### config.mk
export PLATFORM = sky130hd
export DESIGN_NAME = frame_arbiter_flat
export DESIGN_NICKNAME = d
export VERILOG_FILES = /design/src/rtl/frame_arbiter_pkg.sv /design/src/rtl/frame_arbiter_if.sv /design/src/rtl/frame_arbiter_rr_arb2.sv /design/src/rtl/frame_arbiter.sv /design/src/flat_wrapper.sv
export SDC_FILE = /design/constraint.sdc
export NUM_CORES = 1
export LEC_CHECK = 0
export ABC_AREA = 1
export CORE_MARGIN = 2
export CORE_UTILIZATION = 49
export DETAILED_ROUTE_END_ITERATION = 8
export GPL_ROUTABILITY_DRIVEN = 1
export PLACE_DENSITY = 0.91
export SLEW_MARGIN = 20
export SYNTH_ARGS = -nofsm -noshare
export SYNTH_HDL_FRONTEND = slang
export SYNTH_HIERARCHICAL = 1
export SYNTH_SLANG_ARGS = --single-unit
### constraint.sdc
create_clock -name clk -period 4.15 [get_ports clk]
set_clock_uncertainty 0.1 [all_clocks]
set_input_delay 1.0375 -clock clk [delete_from_list [all_inputs] [get_ports clk]]
set_output_delay 1.0375 -clock clk [all_outputs]
set_load 0.02 [all_outputs]
### src/rtl/frame_arbiter_pkg.sv
// rtl/frame_arbiter_pkg.sv - shared widths, FSM encoding and helpers for frame_arbiter
package frame_arbiter_pkg;

    localparam int COORD_W = 8;
    localparam int LABEL_W = 4;
    localparam int NSRC    = 2;

    typedef enum logic [1:0] {
        ST_IDLE      = 2'd0,
        ST_STREAM    = 2'd1,
        ST_DRAIN     = 2'd2,
        ST_WAIT_DONE = 2'd3
    } state_e;

    // One-hot ready vector for the granted source.
    function automatic logic [NSRC-1:0] src_onehot(input logic idx);
        return idx ? 2'b10 : 2'b01;
    endfunction

endpackage

### src/rtl/frame_arbiter_if.sv
// rtl/frame_arbiter_if.sv - point stream from one LiDAR source into the arbiter
interface frame_arbiter_if;
    import frame_arbiter_pkg::*;

    logic [COORD_W-1:0] x;
    logic [COORD_W-1:0] y;
    logic [COORD_W-1:0] z;
    logic               valid;
    logic               last;
    logic               ready;

    modport master (
        output x,
        output y,
        output z,
        output valid,
        output last,
        input  ready
    );

    modport slave (
        input  x,
        input  y,
        input  z,
        input  valid,
        input  last,
        output ready
    );

endinterface

### src/rtl/frame_arbiter_rr_arb2.sv
// rtl/frame_arbiter_rr_arb2.sv - combinational 2-way round-robin grant
module rr_arb2 (
    input  logic [1:0] req_i,
    input  logic       last_grant_i,
    output logic       grant_o,
    output logic       any_o
);

    always_comb begin
        any_o = |req_i;
        case (req_i)
            2'b11:   grant_o = ~last_grant_i;
            2'b10:   grant_o = 1'b1;
            default: grant_o = 1'b0;
        endcase
    end

endmodule

### src/rtl/frame_arbiter.sv
// rtl/frame_arbiter.sv - frame-granular round-robin share of octree_stream between two sources
module frame_arbiter
    import frame_arbiter_pkg::*;
#(
    parameter int MAX_PTS  = 1024,
    parameter int DONE_TMO = 4096
) (
    input  logic               clk,
    input  logic               rst,
    frame_arbiter_if.slave     s0,
    frame_arbiter_if.slave     s1,
    output logic [COORD_W-1:0] oct_x_o,
    output logic [COORD_W-1:0] oct_y_o,
    output logic [COORD_W-1:0] oct_z_o,
    output logic               oct_valid_o,
    output logic               oct_last_o,
    input  logic [LABEL_W-1:0] oct_label_i,
    input  logic               oct_out_valid_i,
    input  logic               oct_done_i,
    output logic [LABEL_W-1:0] label_o,
    output logic               label_src_o,
    output logic               label_valid_o,
    output logic               frame_done_o,
    output logic               frame_src_o,
    output logic               err_trunc_o,
    output logic               err_tmo_o
);

    localparam int PCW = $clog2(MAX_PTS + 1);
    localparam int TCW = $clog2(DONE_TMO + 1);

    state_e             state_q, state_d;
    logic               grant_q, grant_d;
    logic               last_grant_q, last_grant_d;
    logic [PCW-1:0]     pts_cnt_q, pts_cnt_d;
    logic [TCW-1:0]     tmo_cnt_q, tmo_cnt_d;
    logic [NSRC-1:0]    ready_q, ready_d;

    logic [COORD_W-1:0] oct_x_q, oct_x_d;
    logic [COORD_W-1:0] oct_y_q, oct_y_d;
    logic [COORD_W-1:0] oct_z_q, oct_z_d;
    logic               oct_valid_q, oct_valid_d;
    logic               oct_last_q, oct_last_d;
    logic [LABEL_W-1:0] label_q, label_d;
    logic               label_src_q, label_src_d;
    logic               label_valid_q, label_valid_d;
    logic               frame_done_q, frame_done_d;
    logic               frame_src_q, frame_src_d;
    logic               err_trunc_q, err_trunc_d;
    logic               err_tmo_q, err_tmo_d;

    logic               arb_grant;
    logic               arb_any;
    logic [COORD_W-1:0] cur_x;
    logic [COORD_W-1:0] cur_y;
    logic [COORD_W-1:0] cur_z;
    logic               cur_valid;
    logic               cur_last;
    logic               accept;
    logic               at_max;
    logic               tmo_hit;

    rr_arb2 u_rr_arb2 (
        .req_i        ({s1.valid, s0.valid}),
        .last_grant_i (last_grant_q),
        .grant_o      (arb_grant),
        .any_o        (arb_any)
    );

    always_comb begin
        cur_x     = grant_q ? s1.x     : s0.x;
        cur_y     = grant_q ? s1.y     : s0.y;
        cur_z     = grant_q ? s1.z     : s0.z;
        cur_valid = grant_q ? s1.valid : s0.valid;
        cur_last  = grant_q ? s1.last  : s0.last;
    end

    // ready_q is only ever set for the granted source, so it qualifies the accept directly.
    assign accept  = cur_valid & ready_q[grant_q];
    assign at_max  = (pts_cnt_q == PCW'(MAX_PTS - 1));
    assign tmo_hit = (tmo_cnt_q == TCW'(DONE_TMO - 1));

    always_comb begin
        state_d       = state_q;
        grant_d       = grant_q;
        last_grant_d  = last_grant_q;
        pts_cnt_d     = pts_cnt_q;
        tmo_cnt_d     = tmo_cnt_q;
        oct_x_d       = oct_x_q;
        oct_y_d       = oct_y_q;
        oct_z_d       = oct_z_q;
        oct_valid_d   = 1'b0;
        oct_last_d    = 1'b0;
        label_d       = label_q;
        label_src_d   = label_src_q;
        label_valid_d = 1'b0;
        frame_done_d  = 1'b0;
        frame_src_d   = frame_src_q;
        err_trunc_d   = 1'b0;
        err_tmo_d     = 1'b0;

        case (state_q)
            ST_IDLE: begin
                pts_cnt_d = '0;
                if (arb_any) begin
                    grant_d = arb_grant;
                    state_d = ST_STREAM;
                end
            end

            ST_STREAM: begin
                if (accept) begin
                    pts_cnt_d   = pts_cnt_q + PCW'(1);
                    oct_valid_d = 1'b1;
                    oct_x_d     = cur_x;
                    oct_y_d     = cur_y;
                    oct_z_d     = cur_z;
                    if (cur_last) begin
                        oct_last_d = 1'b1;
                        tmo_cnt_d  = '0;
                        state_d    = ST_WAIT_DONE;
                    end else if (at_max) begin
                        // Engine sees a clean frame end; the rest of the source frame is swallowed.
                        oct_last_d  = 1'b1;
                        err_trunc_d = 1'b1;
                        state_d     = ST_DRAIN;
                    end
                end
            end

            ST_DRAIN: begin
                if (accept && cur_last) begin
                    tmo_cnt_d = '0;
                    state_d   = ST_WAIT_DONE;
                end
            end

            ST_WAIT_DONE: begin
                tmo_cnt_d = tmo_cnt_q + TCW'(1);
                if (oct_done_i) begin
                    frame_done_d = 1'b1;
                    frame_src_d  = grant_q;
                    last_grant_d = grant_q;
                    pts_cnt_d    = '0;
                    state_d      = ST_IDLE;
                end else if (tmo_hit) begin
                    err_tmo_d    = 1'b1;
                    last_grant_d = grant_q;
                    pts_cnt_d    = '0;
                    state_d      = ST_IDLE;
                end
            end

            default: begin
                state_d = ST_IDLE;
            end
        endcase

        if (oct_out_valid_i && (state_q != ST_IDLE)) begin
            label_d       = oct_label_i;
            label_src_d   = grant_q;
            label_valid_d = 1'b1;
        end

        // Ready follows the upcoming state only, never the current valid.
        if ((state_d == ST_STREAM) || (state_d == ST_DRAIN)) begin
            ready_d = src_onehot(grant_d);
        end else begin
            ready_d = '0;
        end
    end

    always_ff @(posedge clk) begin
        if (rst) begin
            state_q       <= ST_IDLE;
            grant_q       <= 1'b0;
            last_grant_q  <= 1'b1;
            pts_cnt_q     <= '0;
            tmo_cnt_q     <= '0;
            ready_q       <= '0;
            oct_x_q       <= '0;
            oct_y_q       <= '0;
            oct_z_q       <= '0;
            oct_valid_q   <= 1'b0;
            oct_last_q    <= 1'b0;
            label_q       <= '0;
            label_src_q   <= 1'b0;
            label_valid_q <= 1'b0;
            frame_done_q  <= 1'b0;
            frame_src_q   <= 1'b0;
            err_trunc_q   <= 1'b0;
            err_tmo_q     <= 1'b0;
        end else begin
            state_q       <= state_d;
            grant_q       <= grant_d;
            last_grant_q  <= last_grant_d;
            pts_cnt_q     <= pts_cnt_d;
            tmo_cnt_q     <= tmo_cnt_d;
            ready_q       <= ready_d;
            oct_x_q       <= oct_x_d;
            oct_y_q       <= oct_y_d;
            oct_z_q       <= oct_z_d;
            oct_valid_q   <= oct_valid_d;
            oct_last_q    <= oct_last_d;
            label_q       <= label_d;
            label_src_q   <= label_src_d;
            label_valid_q <= label_valid_d;
            frame_done_q  <= frame_done_d;
            frame_src_q   <= frame_src_d;
            err_trunc_q   <= err_trunc_d;
            err_tmo_q     <= err_tmo_d;
        end
    end

    assign s0.ready      = ready_q[0];
    assign s1.ready      = ready_q[1];
    assign oct_x_o       = oct_x_q;
    assign oct_y_o       = oct_y_q;
    assign oct_z_o       = oct_z_q;
    assign oct_valid_o   = oct_valid_q;
    assign oct_last_o    = oct_last_q;
    assign label_o       = label_q;
    assign label_src_o   = label_src_q;
    assign label_valid_o = label_valid_q;
    assign frame_done_o  = frame_done_q;
    assign frame_src_o   = frame_src_q;
    assign err_trunc_o   = err_trunc_q;
    assign err_tmo_o     = err_tmo_q;

endmodule

### src/flat_wrapper.sv
// flat-port wrapper written by rule: the top's interface ports become plain ports
module frame_arbiter_flat import frame_arbiter_pkg::*;
#(
    parameter int MAX_PTS  = 1024,
    parameter int DONE_TMO = 4096
)
  (clk, rst, oct_x_o, oct_y_o, oct_z_o, oct_valid_o, oct_last_o, oct_label_i, oct_out_valid_i, oct_done_i, label_o, label_src_o, label_valid_o, frame_done_o, frame_src_o, err_trunc_o, err_tmo_o, s0_x, s0_y, s0_z, s0_valid, s0_last, s0_ready, s1_x, s1_y, s1_z, s1_valid, s1_last, s1_ready);
  frame_arbiter_if s0_i ();
  frame_arbiter_if s1_i ();
  input  logic clk;
  input  logic rst;
  output logic [COORD_W-1:0] oct_x_o;
  output logic [COORD_W-1:0] oct_y_o;
  output logic [COORD_W-1:0] oct_z_o;
  output logic oct_valid_o;
  output logic oct_last_o;
  input  logic [LABEL_W-1:0] oct_label_i;
  input  logic oct_out_valid_i;
  input  logic oct_done_i;
  output logic [LABEL_W-1:0] label_o;
  output logic label_src_o;
  output logic label_valid_o;
  output logic frame_done_o;
  output logic frame_src_o;
  output logic err_trunc_o;
  output logic err_tmo_o;
  input wire logic [$bits(s0_i.x)-1:0] s0_x;
  input wire logic [$bits(s0_i.y)-1:0] s0_y;
  input wire logic [$bits(s0_i.z)-1:0] s0_z;
  input wire logic [$bits(s0_i.valid)-1:0] s0_valid;
  input wire logic [$bits(s0_i.last)-1:0] s0_last;
  output wire logic [$bits(s0_i.ready)-1:0] s0_ready;
  input wire logic [$bits(s1_i.x)-1:0] s1_x;
  input wire logic [$bits(s1_i.y)-1:0] s1_y;
  input wire logic [$bits(s1_i.z)-1:0] s1_z;
  input wire logic [$bits(s1_i.valid)-1:0] s1_valid;
  input wire logic [$bits(s1_i.last)-1:0] s1_last;
  output wire logic [$bits(s1_i.ready)-1:0] s1_ready;
  assign s0_i.x = s0_x;
  assign s0_i.y = s0_y;
  assign s0_i.z = s0_z;
  assign s0_i.valid = s0_valid;
  assign s0_i.last = s0_last;
  assign s0_ready = s0_i.ready;
  assign s1_i.x = s1_x;
  assign s1_i.y = s1_y;
  assign s1_i.z = s1_z;
  assign s1_i.valid = s1_valid;
  assign s1_i.last = s1_last;
  assign s1_ready = s1_i.ready;
  frame_arbiter #(.MAX_PTS(MAX_PTS), .DONE_TMO(DONE_TMO)) u_core (.clk(clk), .rst(rst), .s0(s0_i), .s1(s1_i), .oct_x_o(oct_x_o), .oct_y_o(oct_y_o), .oct_z_o(oct_z_o), .oct_valid_o(oct_valid_o), .oct_last_o(oct_last_o), .oct_label_i(oct_label_i), .oct_out_valid_i(oct_out_valid_i), .oct_done_i(oct_done_i), .label_o(label_o), .label_src_o(label_src_o), .label_valid_o(label_valid_o), .frame_done_o(frame_done_o), .frame_src_o(frame_src_o), .err_trunc_o(err_trunc_o), .err_tmo_o(err_tmo_o));
endmodule
Word level (Yosys, flattened, before mapping)

Index checks and enable logic that the tools add are counted.
W data, S select, Z words.

$add $sub $neg: 2
Order comparisons: 1
Equality and inequality tests: 13
Multiplexer cells: 35
Bitwise operators: 6
Reduce and logical (&&, ||, !) cells: 20

Operators by type and width:

| operator                | number |
|---|---|
| $mux W13                | 3 |
| $pmux W13 S3            | 1 |
| $mux W11                | 3 |
| $pmux W11 S3            | 1 |
| $mux W8                 | 3 |
| $mux W2                 | 8 |
| $mux W1                 | 14 |
| $add A13 B1 Y13 const B | 1 |
| $eq A13 B12 Y1 const B  | 1 |
| $add A11 B1 Y11 const B | 1 |
| $eq A11 B10 Y1 const B  | 1 |
| $eq A2 B2 Y1 const B    | 5 |
| $pmux W2 S4             | 1 |
| $reduce_or A2 Y1        | 4 |
| $ne A2 B1 Y1 const B    | 3 |
| $reduce_and A2 Y1       | 3 |
| $reduce_bool A3 Y1      | 2 |
| $reduce_or A3 Y1        | 2 |
| $not A1 Y1              | 5 |
| $eq A2 B1 Y1 const B    | 2 |
| $reduce_and A4 Y1       | 1 |
| $reduce_bool A2 Y1      | 2 |
| $reduce_or A4 Y1        | 1 |
| $ne A3 B2 Y1 const B    | 1 |
| other kinds (7)         | 8 |

Register bits after elaboration: 66
Bits of input ports: 60
Output and inout port bits: 38
Word-level logic and storage cells: 95

Logic depth before layout (Yosys ltp)

Word-level depth: 10
Mapped depth: 12
Mapped depth without buffers: 12

By module

Netlist, hierarchy kept.

Modules (own cells, without submodules):

| module        | times used | cells an instance | area an instance (um^2) | sequential area each (um^2) |
|---|---|---|---|---|
| frame_arbiter | 1          | 406               | 2,989.1                 | 1,321.3 |
| rr_arb2       | 1          | 3                 | 15.0                    | 0.0 |

Worst setup path before layout

Ideal clock, no wire load.

Path kind: input to register
Start point: in rst
End point: reg u_core.tmo_cnt_q[1]
Setup time: 117 ps
Data arrival time: 1,818 ps
Data required time: 3,933 ps
Slack: 2,115 ps
Cell stages on the path: 4
Buffers on the path: 2
Cells stage by stage: clkbuf_1 > inv_1 > clkbuf_1 > a32o_1

RTL lines:

| item                   | line                 | text |
|---|---|---|
| start: declaration     | flat_wrapper.sv:11   | `input logic rst;` |
| end signal: assignment | frame_arbiter.sv:198 | `tmo_cnt_q <= tmo_cnt_d;` |
| end: declaration       | frame_arbiter.sv:36  | `logic [TCW-1:0] tmo_cnt_q, tmo_cnt_d;` |

No word-level cell between the ends.

==> results.sh <==
export IMPL_grt_first_pass_wirelength_um=13000
export IMPL_pwr_share_seq=0.425
export IMPL_startpoint_type="input pin"
export IMPL_worst_path_max_fanout=40
export IMPL_cp_data_arrival_time_ps=2940
export IMPL_io_pins=98
export IMPL_hpwlAfterDp_um=5710
export IMPL_cts_hold_buf=0
export IMPL_grt_util_all_layers=0.252
export IMPL_ys_ff_latch=66
export IMPL_synth_top_area_share=0.440
export IMPL_path_clk_slew_ps=70
export IMPL_post_cts_buffers=0
export IMPL_finalSetupTns_ps=0
export IMPL_period_minus_slack_ps=2790
export IMPL_max_freq_ghz=0.359
export IMPL_numCtsBuffers=9
export IMPL_ant_nets=0
export IMPL_wl_per_cell_um=14.1
export IMPL_ctsHtreeMaxLevel=3
export IMPL_core_area_sq_um=5920
export IMPL_grt_antenna_before_repair=0
export IMPL_postSynthCellCount=409
export IMPL_worstSetupEndpoint="u_core/oct_z_o[7]"
export IMPL_finalMaxSlewViolations=0
export IMPL_min_path_type="flop to flop"
export IMPL_yosysWarnings=6
export IMPL_swShare=0.257
export IMPL_cts_tree="yes"
export IMPL_drt_first_pass_iters=5
export IMPL_register_area_sq_um=1320
export IMPL_fin_area_sq_um=4250
export IMPL_die_x_um=82.3
export IMPL_slew_headroom=0.323
export IMPL_rsz0062_at_grt="no"
export IMPL_fillCellCount=451
export IMPL_syn_to_final_growth_pct=41.4
export IMPL_grt_max_degree=49
export IMPL_mostFrequentLayoutCells="nand2_1, clkdlybuf4s50_1, dfxtp_1"
export IMPL_power_frac_comb=0.173
export IMPL_cts_sinks=66
export IMPL_path_class="input pin to flop"
export IMPL_cp_end_kind="flop"
export IMPL_root_buffer="clkbuf_8"
export IMPL_vias_per_cell=5.35
export IMPL_netSwitchingPower_uw=409
export IMPL_post_cts_resized=0
export IMPL_vias=3118
export IMPL_finalNetCount=565
export IMPL_synth_area_sq_um=3000
export IMPL_multi_input_area_sq_um=1450
export IMPL_dpl_cell_area_sq_um=4020
export IMPL_reg2regPathDepth=8
export IMPL_portBuffers=97
export IMPL_setup_violations=0
export IMPL_synthDistinctLibCells=32
export IMPL_drive_gt1_frac=0.0886
export IMPL_rr_endpoint="u_core/oct_z_o[7]"
export IMPL_period_share=0.671
export IMPL_synth_main_ff_cell="dfxtp_1"
export IMPL_num_antenna_cells=0
export IMPL_synth_area_leaders="dfxtp_1, nand2_1, o21ai_0"
export IMPL_dieArea_sq_um=6770
export IMPL_routabilityCongestion=0.890
export IMPL_mostFrequentLayoutCell="nand2_1"
export IMPL_hold_viol=0
export IMPL_crit_start="rst"
export IMPL_vdd_drop_max_mv=0.197
export IMPL_drtIter0Drc=247
export IMPL_grt_pass1_vias=2933
export IMPL_critPathRequiredTime_ps=4300
export IMPL_synth_nets=471
export IMPL_worst_pin_slew_ps=1010
export IMPL_synthArstFlopShare=0
export IMPL_initial_utilization=0.507
export IMPL_clockBufferDepth=2
export IMPL_drc=0
export IMPL_postSynthAreaPerCell_sq_um=7.35
export IMPL_grt_overflow_total=0
export IMPL_status="completed"
export IMPL_clockPowerShare=0.402
export IMPL_max_cap_violations=0
export IMPL_die_y_um=82.3
export IMPL_r2r_start="u_core/grant_q"
export IMPL_rows=28
export IMPL_worstSkewPairLatency_ps=340
export IMPL_synth_edf_count=0
export IMPL_ys_seq_area_frac=0.440
export IMPL_p_int_uw=1180
export IMPL_power_density_nw_per_um2=374
export IMPL_yosys_area_top_type="dfxtp_1"
export IMPL_power_leakage_uw=0.00161
export IMPL_r2r_setup_slack_ps=1960
export IMPL_drt_total_wl_um=8250
==> power by group through the flow <==
stage / sequential (uW) / clock [uW] / combinational (uW)
CTS: 675 / 642 / 275
global route: 679 / 668 / 297
floorplan: 714 / 0 / 118
finish: 676 / 638 / 276
global placement: 688 / 0 / 262
detailed placement: 689 / 0 / 272
==> kinds of logic after synthesis <==
logic type | count (synthesis) | synth area share
compound gates | 101 | 0.185
xor+xnor | 2 | 0.00583
fa+ha+maj | 2 | 0.00833
buf+inv | 59 | 0.0779
flops | 66 | 0.440
simple gates | 179 | 0.283
==> layer usage <==
metal  global-route usage  vias to the layer above  wire length, um  part of all wire
li1                     -                     1545                -                 -
met1                0.289                     1432             3340              0.40
met2                0.418                      120             4020              0.49
met3               0.0859                       21              681             0.083
met4                0.125                        0              213             0.026
met5                    0                        -                0                 0
==> Yosys cell counts (all sizes together) (2+ instances only) <==
master	number
o21ai	45
nor2	44
dfxtp	66
nand4	3
nor3	7
a31oi	27
a21oi	25
nand3	17
buf	8
xnor2	2
clkbuf	9
inv	41
nand2	104
ha	2
nand3b	2
a211oi	3
==> state kept, by name, indices dropped and copies added, names as in the netlist <==
name	cells
u_core/label_src_o	1
u_core/oct_x_o	8
u_core/err_trunc_o	1
u_core/oct_last_o	1
u_core/grant_q	1
u_core/ready_q	2
u_core/err_tmo_o	1
u_core/frame_src_o	1
u_core/label_valid_o	1
u_core/oct_y_o	8
u_core/oct_valid_o	1
u_core/label_o	4
u_core/last_grant_q	1
u_core/tmo_cnt_q	13
u_core/oct_z_o	8
u_core/frame_done_o	1
u_core/pts_cnt_q	11
u_core/state_q	2
==> how the worst min path moves through the flow <==
stage,from,to,slack (ps),cells after the start
2_1_floorplan,u_core/pts_cnt_q[10],u_core/pts_cnt_q[10],330,2
3_3_place_gp,u_core/pts_cnt_q[10],u_core/pts_cnt_q[10],340,2
3_5_place_dp,u_core/pts_cnt_q[10],u_core/pts_cnt_q[10],350,2
4_1_cts,u_core/pts_cnt_q[10],u_core/pts_cnt_q[10],380,2
5_1_grt,u_core/tmo_cnt_q[11],u_core/tmo_cnt_q[11],410,2
6_report,u_core/pts_cnt_q[10],u_core/pts_cnt_q[10],390,2
==> metrics by stage <==
step           setup slack [ps]  power, uW  std cells   util  hold WS (ps)
2_1_floorplan              2110        832        409      -           335
3_3_place_gp               1220        951        567  0.678           344
3_5_place_dp               1100        961        567  0.678           351
4_1_cts                    1410       1590        583  0.717           383
5_1_grt                    1220       1640        583  0.717           410
6_report                   1360       1590        583  0.717           391
==> cell type report <==
type / instances / area share
clock inverter: 6 / 0.0247
sequential: 66 / 0.311
clock buffer: 10 / 0.0300
timing repair buffer: 100 / 0.234
inverter: 42 / 0.0371
multi-input combinational: 284 / 0.341
tap: 75 / 0.0221
==> critical path, stage by stage <==
cell	delay [ps]
clkdlybuf4s50_1	400
buf_4	200
inv_1	760
o21ai_0	290
a31oi_1	250
Power figures use the tool's default switching activity.
